## src/rtl/mult_bus_arbiter.sv

```systemverilog
// Round-robin bus master sharing one peripheral_mult between two requesters.
// Optional poll timeout is enabled by defining MULT_ARB_TIMEOUT_EN.
module mult_bus_arbiter #(
  parameter logic [4:0] ADDR_A    = 5'h04,
  parameter logic [4:0] ADDR_B    = 5'h08,
  parameter logic [4:0] ADDR_INIT = 5'h0C,
  parameter logic [4:0] ADDR_RES  = 5'h10,
  parameter logic [4:0] ADDR_DONE = 5'h14,
  parameter int         TIMEOUT   = 255
) (
  input  logic        clk,
  input  logic        rst,
  input  logic        req0_valid,
  input  logic [15:0] req0_a,
  input  logic [15:0] req0_b,
  output logic        req0_ready,
  input  logic        req1_valid,
  input  logic [15:0] req1_a,
  input  logic [15:0] req1_b,
  output logic        req1_ready,
  output logic        resp0_valid,
  output logic [31:0] resp0_result,
  output logic        resp1_valid,
  output logic [31:0] resp1_result,
  output logic        resp_err,
  output logic        busy,
  output logic        bus_cs,
  output logic        bus_rd,
  output logic        bus_wr,
  output logic [4:0]  bus_addr,
  output logic [15:0] bus_wdata,
  input  logic [31:0] bus_rdata
);

  typedef enum logic [3:0] {
    IDLE, WR_A, WR_B, INIT_HI, INIT_LO, POLL_RD, POLL_WAIT, RES_RD, RES_WAIT, RESP
  } state_t;

  state_t      state_q, state_d;
  logic        last_q, last_d;
  logic        gnt_q, gnt_d;
  logic        pick;
  logic [15:0] a_q, a_d, b_q, b_d;
  logic [31:0] res0_q, res0_d, res1_q, res1_d;

`ifdef MULT_ARB_TIMEOUT_EN
  localparam logic [7:0] TIMEOUT_CNT = 8'(TIMEOUT);
  logic [7:0] poll_cnt_q, poll_cnt_d;
  logic       err_q, err_d;
`else
  logic unused_timeout;
  assign unused_timeout = (TIMEOUT == 0);
`endif

  assign busy         = (state_q != IDLE);
  assign resp0_result = res0_q;
  assign resp1_result = res1_q;

  always_comb begin
    state_d     = state_q;
    last_d      = last_q;
    gnt_d       = gnt_q;
    a_d         = a_q;
    b_d         = b_q;
    res0_d      = res0_q;
    res1_d      = res1_q;
    pick        = 1'b0;
    req0_ready  = 1'b0;
    req1_ready  = 1'b0;
    resp0_valid = 1'b0;
    resp1_valid = 1'b0;
    resp_err    = 1'b0;
    bus_cs      = 1'b0;
    bus_rd      = 1'b0;
    bus_wr      = 1'b0;
    bus_addr    = 5'h00;
    bus_wdata   = 16'h0000;
`ifdef MULT_ARB_TIMEOUT_EN
    poll_cnt_d  = poll_cnt_q;
    err_d       = err_q;
`endif
    unique case (state_q)
      IDLE: begin
        if (req0_valid || req1_valid) begin
          // On a tie the requester not served last wins.
          pick       = (req0_valid && req1_valid) ? ~last_q : req1_valid;
          req0_ready = ~pick;
          req1_ready = pick;
          gnt_d      = pick;
          last_d     = pick;
          a_d        = pick ? req1_a : req0_a;
          b_d        = pick ? req1_b : req0_b;
          state_d    = WR_A;
        end
      end
      WR_A: begin
        bus_cs = 1'b1; bus_wr = 1'b1; bus_addr = ADDR_A; bus_wdata = a_q;
        state_d = WR_B;
      end
      WR_B: begin
        bus_cs = 1'b1; bus_wr = 1'b1; bus_addr = ADDR_B; bus_wdata = b_q;
        state_d = INIT_HI;
      end
      INIT_HI: begin
        bus_cs = 1'b1; bus_wr = 1'b1; bus_addr = ADDR_INIT; bus_wdata = 16'h0001;
        state_d = INIT_LO;
      end
      INIT_LO: begin
        bus_cs = 1'b1; bus_wr = 1'b1; bus_addr = ADDR_INIT; bus_wdata = 16'h0000;
`ifdef MULT_ARB_TIMEOUT_EN
        poll_cnt_d = 8'h00;
`endif
        state_d = POLL_RD;
      end
      POLL_RD: begin
        bus_cs = 1'b1; bus_rd = 1'b1; bus_addr = ADDR_DONE;
        state_d = POLL_WAIT;
      end
      POLL_WAIT: begin
        if (bus_rdata[0]) begin
          state_d = RES_RD;
        end else begin
`ifdef MULT_ARB_TIMEOUT_EN
          poll_cnt_d = poll_cnt_q + 8'd1;
          if (poll_cnt_q + 8'd1 == TIMEOUT_CNT) begin
            if (gnt_q) res1_d = 32'h0;
            else       res0_d = 32'h0;
            err_d   = 1'b1;
            state_d = RESP;
          end else begin
            state_d = POLL_RD;
          end
`else
          state_d = POLL_RD;
`endif
        end
      end
      RES_RD: begin
        bus_cs = 1'b1; bus_rd = 1'b1; bus_addr = ADDR_RES;
        state_d = RES_WAIT;
      end
      RES_WAIT: begin
        if (gnt_q) res1_d = bus_rdata;
        else       res0_d = bus_rdata;
`ifdef MULT_ARB_TIMEOUT_EN
        err_d = 1'b0;
`endif
        state_d = RESP;
      end
      RESP: begin
        resp0_valid = ~gnt_q;
        resp1_valid = gnt_q;
`ifdef MULT_ARB_TIMEOUT_EN
        resp_err = err_q;
`endif
        state_d = IDLE;
      end
      default: state_d = IDLE;
    endcase
  end

  always_ff @(posedge clk or negedge rst) begin
    if (!rst) begin
      state_q <= IDLE;
      last_q  <= 1'b1;
      gnt_q   <= 1'b0;
      res0_q  <= 32'h0;
      res1_q  <= 32'h0;
`ifdef MULT_ARB_TIMEOUT_EN
      poll_cnt_q <= 8'h00;
      err_q      <= 1'b0;
`endif
    end else begin
      state_q <= state_d;
      last_q  <= last_d;
      gnt_q   <= gnt_d;
      res0_q  <= res0_d;
      res1_q  <= res1_d;
`ifdef MULT_ARB_TIMEOUT_EN
      poll_cnt_q <= poll_cnt_d;
      err_q      <= err_d;
`endif
    end
  end

  // Operand holding registers carry data only and need no reset.
  always_ff @(posedge clk) begin
    a_q <= a_d;
    b_q <= b_d;
  end

endmodule
```

## config.mk

```make
export PLATFORM = sky130hd
export DESIGN_NAME = mult_bus_arbiter
export DESIGN_NICKNAME = d
export VERILOG_FILES = /design/src/rtl/mult_bus_arbiter.sv
export SDC_FILE = /design/constraint.sdc
export NUM_CORES = 1
export LEC_CHECK = 0
export ABC_AREA = 1
export CORE_AREA = 2 2 128 130
export DETAILED_ROUTE_END_ITERATION = 10
export DIE_AREA = 0 0 130 132
export PLACE_DENSITY = 0.62
export SYNTH_ARGS = -nofsm -noshare
export SYNTH_HDL_FRONTEND = slang
export SYNTH_SLANG_ARGS = --single-unit
```

## constraint.sdc

```tcl
create_clock -name clk -period 1.9 [get_ports clk]
set_clock_uncertainty 0.05 [all_clocks]
set_input_delay 0.38 -clock clk [delete_from_list [all_inputs] [get_ports clk]]
set_output_delay 0.38 -clock clk [all_outputs]
set_load 0.005 [all_outputs]
```

After elaboration in Yosys (flattened, before gate mapping)
Index checks and enable logic that the tools add are counted.
{"block": "word_totals", "elab_cells": 48, "regBits": 102, "output_inout_bits": 94, "in_bits": 100}
{"block": "op_classes", "eq_ne": 10, "n_reduce_logical": 11, "n_mux": 17, "bitwise_logic": 3}
{"op": "$pmux 16 s3", "n": 1}
{"op": "$pmux 4 s9", "n": 1}
{"op": "$mux 16", "n": 2}
{"op": "$pmux 5 s5", "n": 1}
{"op": "$eq 4x3->1 const B", "n": 4}
{"op": "$mux 1", "n": 10}
{"op": "$eq 4x2->1 const B", "n": 2}
{"op": "$eq 4x4->1 const B", "n": 2}
{"op": "$reduce_and 2->1", "n": 3}
{"op": "$reduce_or 6->1", "n": 1}
{"op": "$eq 4x1->1 const B", "n": 1}
{"op": "$logic_not 4->1", "n": 1}
{"op": "$mux 4", "n": 1}
{"op": "$reduce_bool 4->1", "n": 1}
{"op": "$reduce_or 2->1", "n": 2}
{"op": "$reduce_or 4->1", "n": 1}
{"op": "$not 1->1", "n": 3}
{"op": "$mux 2", "n": 1}
{"op": "$ne 2x2->1 const B", "n": 1}
{"op": "$logic_and 1x1->1", "n": 1}
{"op": "$logic_or 1x1->1", "n": 1}

Depth between registers and ports, before layout
{"block": "depth", "ltp_word": 5, "depth_mapped": 7, "depth_no_buf": 5}

Worst setup path before layout
No wires, ideal clock.
{"block": "synth_path", "kind": "flip-flop to flip-flop", "startpoint": "register state_q[1]", "endpoint": "register a_q[0] (enable)", "setup_slack_ps": -166, "arrival_time_ps": 1630, "required_ps": 1463, "period_less_slack_ps": 2066, "setup_time_ps": 387, "stages_incl_launch_ff": 6, "n_path_buf": 2, "path_cell_list": "dfrtp_1 buf_2 nor2_4 buf_4 nand3_1 inv_1"}
{"block": "synth_via", "elab_chain_cells": 2}
{"item": "from (decl)", "line_no": "39", "source": "state_t state_q, state_d;"}
{"item": "from (signal assigned)", "line_no": "174", "source": "state_q <= state_d;"}
{"item": "$logic_not 4->1", "line_no": "82", "source": "unique case (state_q)"}
{"item": "$reduce_and 2->1 (no line)"}
{"item": "to (signal assigned)", "line_no": "188", "source": "a_q <= a_d;"}
{"item": "to (decl)", "line_no": "43", "source": "logic [15:0] a_q, a_d, b_q, b_d;"}
Every way passes these cells.
A chain may end at the register's enable or synchronous reset.

Worst setup path in the final report
{"block": "layout_path", "startpoint": "register state_q[2]", "endpoint": "output bus_wdata[14]"}
{"block": "layout_via", "elab_chain_cells": 2, "word_cells_on_any_way": 4, "classes_between": "eq/ne (3); mux (1)"}
{"item": "$eq 4x2->1 / $eq 4x1->1 (equally long branches)", "line_no": "82"}
{"item": "$pmux 16 s3 (*)", "line_no": "82"}
{"item": "to (decl)", "line_no": "31", "source": "output logic [15:0] bus_wdata,"}
Mark *: on every way between the ends. The rest lies on a longest branch, timed or not.

==> flow_summary_export.csv <==
group,metric,value,unit
clock_tree,cts_root_buffer,"clkbuf_16",
place,gp_congestion,0.797,
yosys,ys_seq_elements,102,
global_routing,grt_max_degree,44,
floorplan,ios,194,
clock_tree,cts_buffers,9,
power_and_ir_drop,switching_share,36.8,%
worst_setup_path,regToRegStartpoint,"state_q[2]",
power_and_ir_drop,pwr-share-clk,16.7,%
power_and_ir_drop,power_switching,4.02,mW
route,post_drt_wl_per_cell,15.4,µm
yosys,netlist.area_leader.share,37.2,%
yosys,synth_cells,536,
yosys,synth.area.top_cells,"dfrtp_1, nand2_1, edfxtp_1",
clock_tree,clkSlewWorstSetupHoldPaths,0.07,ns
floorplan,initial_core_util,29.5,%
yosys,seq_area_frac_synth,58.5,%
floorplan,core,15700,µm²
worst_setup_path,critPathLaunchType,"flop",
floorplan,chipHeight,132,µm
worst_setup_path,crit_type,"flop to output pin",
power_and_ir_drop,peakVddDrop,708,µV
clock_tree,clock-sinks,102,
sta,fin_crit,2.04,ns
sta,hold_viol,0,
layout,drive_gt1_share,19.0,%
yosys,synth_most_common_cell,"nand2_1",
sta,tns,-4.11,ns
layout,syn_to_final_growth,63.1,%
route,drt_iter0_markers,367,
sta,fmax,0.491,GHz
floorplan,die-area,17200,µm²
global_routing,grt_pass1_wl,23.2,mm
sta,report.final.setup_viol,54,
yosys,yosysUniqueCellTypes,22,
yosys,yosysTopAreaCell,"dfrtp_1",
yosys,synth_commonest_cells,"nand2_1, dfrtp_1, nand4_1",
sta,fin_hold_ws,0.424,ns
global_routing,grt_pass1_vias,4611,
sta,setup_slack,-0.137,ns
hold_path,hold_class,"flop to flop",
sta,rsz0062_at_grt,"true",
sta,worst_pin_slew,0.553,ns
worst_setup_path,crit_family,"buffers and inverters",
layout,antenna_cells,0,
floorplan,dieWidth,130,µm
layout,nets,852,
worst_setup_path,endpoint,"bus_wdata[14]",
worst_setup_path,cp.depth,8,
place,io_buffers,190,
layout,final_cells,973,
power_and_ir_drop,power_density,1440,nW/µm²
clock_tree,clk_latency,0.34,ns
route,drtAntennaViolNets,0,
worst_setup_path,crit_start,"state_q[2]",
run_status,failed_checks,"negative setup slack",
global_routing,antenna_found_initial,0,
worst_setup_path,worstPathCellList,"buf_6 > inv_8 > nand2_8 > nor2_4 > clkbuf_16 > nand2_2 > nand2_1 > buf_2",
worst_setup_path,r2r_slack,-0.06,ns
yosys,async_flop_share,68.6,%
worst_setup_path,endpoint_kind,"output pin",
yosys,synthFlopType,"dfrtp_1",
power_and_ir_drop,p_comb_share,50.3,%
route,num_vias,4570,
layout,final_util,48.2,%
worst_setup_path,crit_arrival,1.61,ns
sta,final_max_slew_viol_count,0,
clock_tree,cts.htree.levels,3,
route,drtPass1Iterations,5,
route,drc_errors,0,
worst_setup_path,critPathMaxFanout,8,
worst_setup_path,cpMaxStageDelayCell,"dfrtp_1",
worst_setup_path,cpPeakStageDelay,0.41,ns
floorplan,num_rows,46,
sta,slew_headroom,63.1,%
worst_setup_path,reg2reg_depth,10,
global_routing,grt_usage,17.1,%
place,dpl.cell_count,933,
yosys,syn_avg_cell_area,8.66,µm²
power_and_ir_drop,p_leak,3.49,nW
layout,filler_cell_count,1448,
clock_tree,clockBufferDepth,2,
global_routing,overflow,0,
route,viasPerCell,4.70,
yosys,syn-cell-area,4640,µm²
run_status,run_status,"finished, violations left",
job,drv_cap,0,
power_and_ir_drop,intPower,6.89,mW
yosys,synth_edf_count,32,
worst_setup_path,r2r-end,"b_q[13]",
route,wl,15.0,mm
yosys,yosysWarnings,0,
power_and_ir_drop,seqPwrFrac,32.9,%
clock_tree,tritoncts,"built",
worst_setup_path,crit_buf_inv,4,
sta,min_period_over_period,107,%
worst_setup_path,cp_data_required_time,1.47,ns
place,dp_hpwl,10.1,mm
place,pre_cts_ws,-0.321,ns
placed cells by master (no fill, tap or decap), types with 13 or more instances in the layout:
cell	netlist	layout
nand2_1	287	262
buf_4	11	26
clkbuf_16	0	13
buf_6	2	16
edfxtp_1	32	32
clkdlybuf4s50_1	0	162
nand2_2	1	16
buf_2	18	26
dfrtp_1	69	68
nand4_1	65	65
registers in the layout (all words and copies together) (netlist names):
register	count
a_q	16
b_q	16
gnt_q	1
last_q	1
resp0_result	32
resp1_result	32
state_q	4
through the flow:
| stage | power (mW) | instance area [µm²] |
|---|---|---|
| floorplan | 5.52 | 4650 |
| global placement | 8.26 | 6900 |
| detailed placement | 8.34 | 6900 |
| CTS | 10.5 | 7340 |
| global route | 11.6 | 7570 |
| finish | 10.9 | 7570 |
layout make-up:
type | count | area [µm²] | share of cell area (%)
clock inverter | 4 | 35.0 | 0.463
inverter | 12 | 61.3 | 0.810
clock buffer | 12 | 258 | 3.40
tap | 216 | 270 | 3.57
sequential | 102 | 2720 | 35.9
multi-input combinational | 384 | 1850 | 24.5
timing repair buffer | 243 | 2380 | 31.4
layer usage:
metal	vias up	routed length, µm	global-route usage, %
met5	-	0	0
met4	0	233	4.66
met3	19	1200	4.71
met2	193	7280	28.2
met1	2177	6310	21.9
li1	2181	-	-
power by group through the flow:
stage | clock, mW | combinational [mW] | sequential (mW)
4_1_cts | 1.87 | 5.06 | 3.56
3_5_place_dp | 0 | 4.73 | 3.61
6_report | 1.83 | 5.49 | 3.59
2_1_floorplan | 0 | 1.95 | 3.58
3_3_place_gp | 0 | 4.67 | 3.59
5_1_grt | 1.95 | 5.98 | 3.70
worst min path at each step:
stage                     startpoint                to  slack, ns  cells after the start
finish              resp0_result[20]  resp0_result[20]       0.42                      2
global route         resp0_result[2]   resp0_result[2]       0.45                      2
CTS                 resp1_result[14]  resp1_result[14]       0.43                      2
detailed placement               rst  resp1_result[18]       0.36                      1
global placement                 rst  resp0_result[18]       0.35                      1
floorplan                        rst             gnt_q       0.03                      0
worst register-to-register path: stages (launching register included):
cell and delay (ns):
dfrtp_1 0.41, buf_6 0.13, buf_6 0.11, nor2_4 0.11, buf_6 0.13, buf_4 0.12, nand3_4 0.07, buf_4 0.14
buf_6 0.12, clkinvlp_4 0.12, buf_12 0.16
what timing repair did:
| action | 4_1_cts | 5_1_grt |
|---|---|---|
| endpoints found under the setup margin | 89 | 154 |
| pin swaps | 13 | 21 |
| endpoints found under the hold margin | 17 | 0 |
| cloned | 1 | 4 |
| buffers inserted | 17 | 4 |
| gates resized for setup | 135 | 52 |
| hold buffers | 1 | 0 |
cell families (layout without fill, tap and decap cells):
logic type	count (synthesis)	in the layout	synth area share, %
other cells	1	3	0.0808
buf+inv	52	271	5.90
simple gates	373	373	34.5
compound gates	8	8	1.02
flops	102	102	58.5
Power figures use the tool's default switching activity.
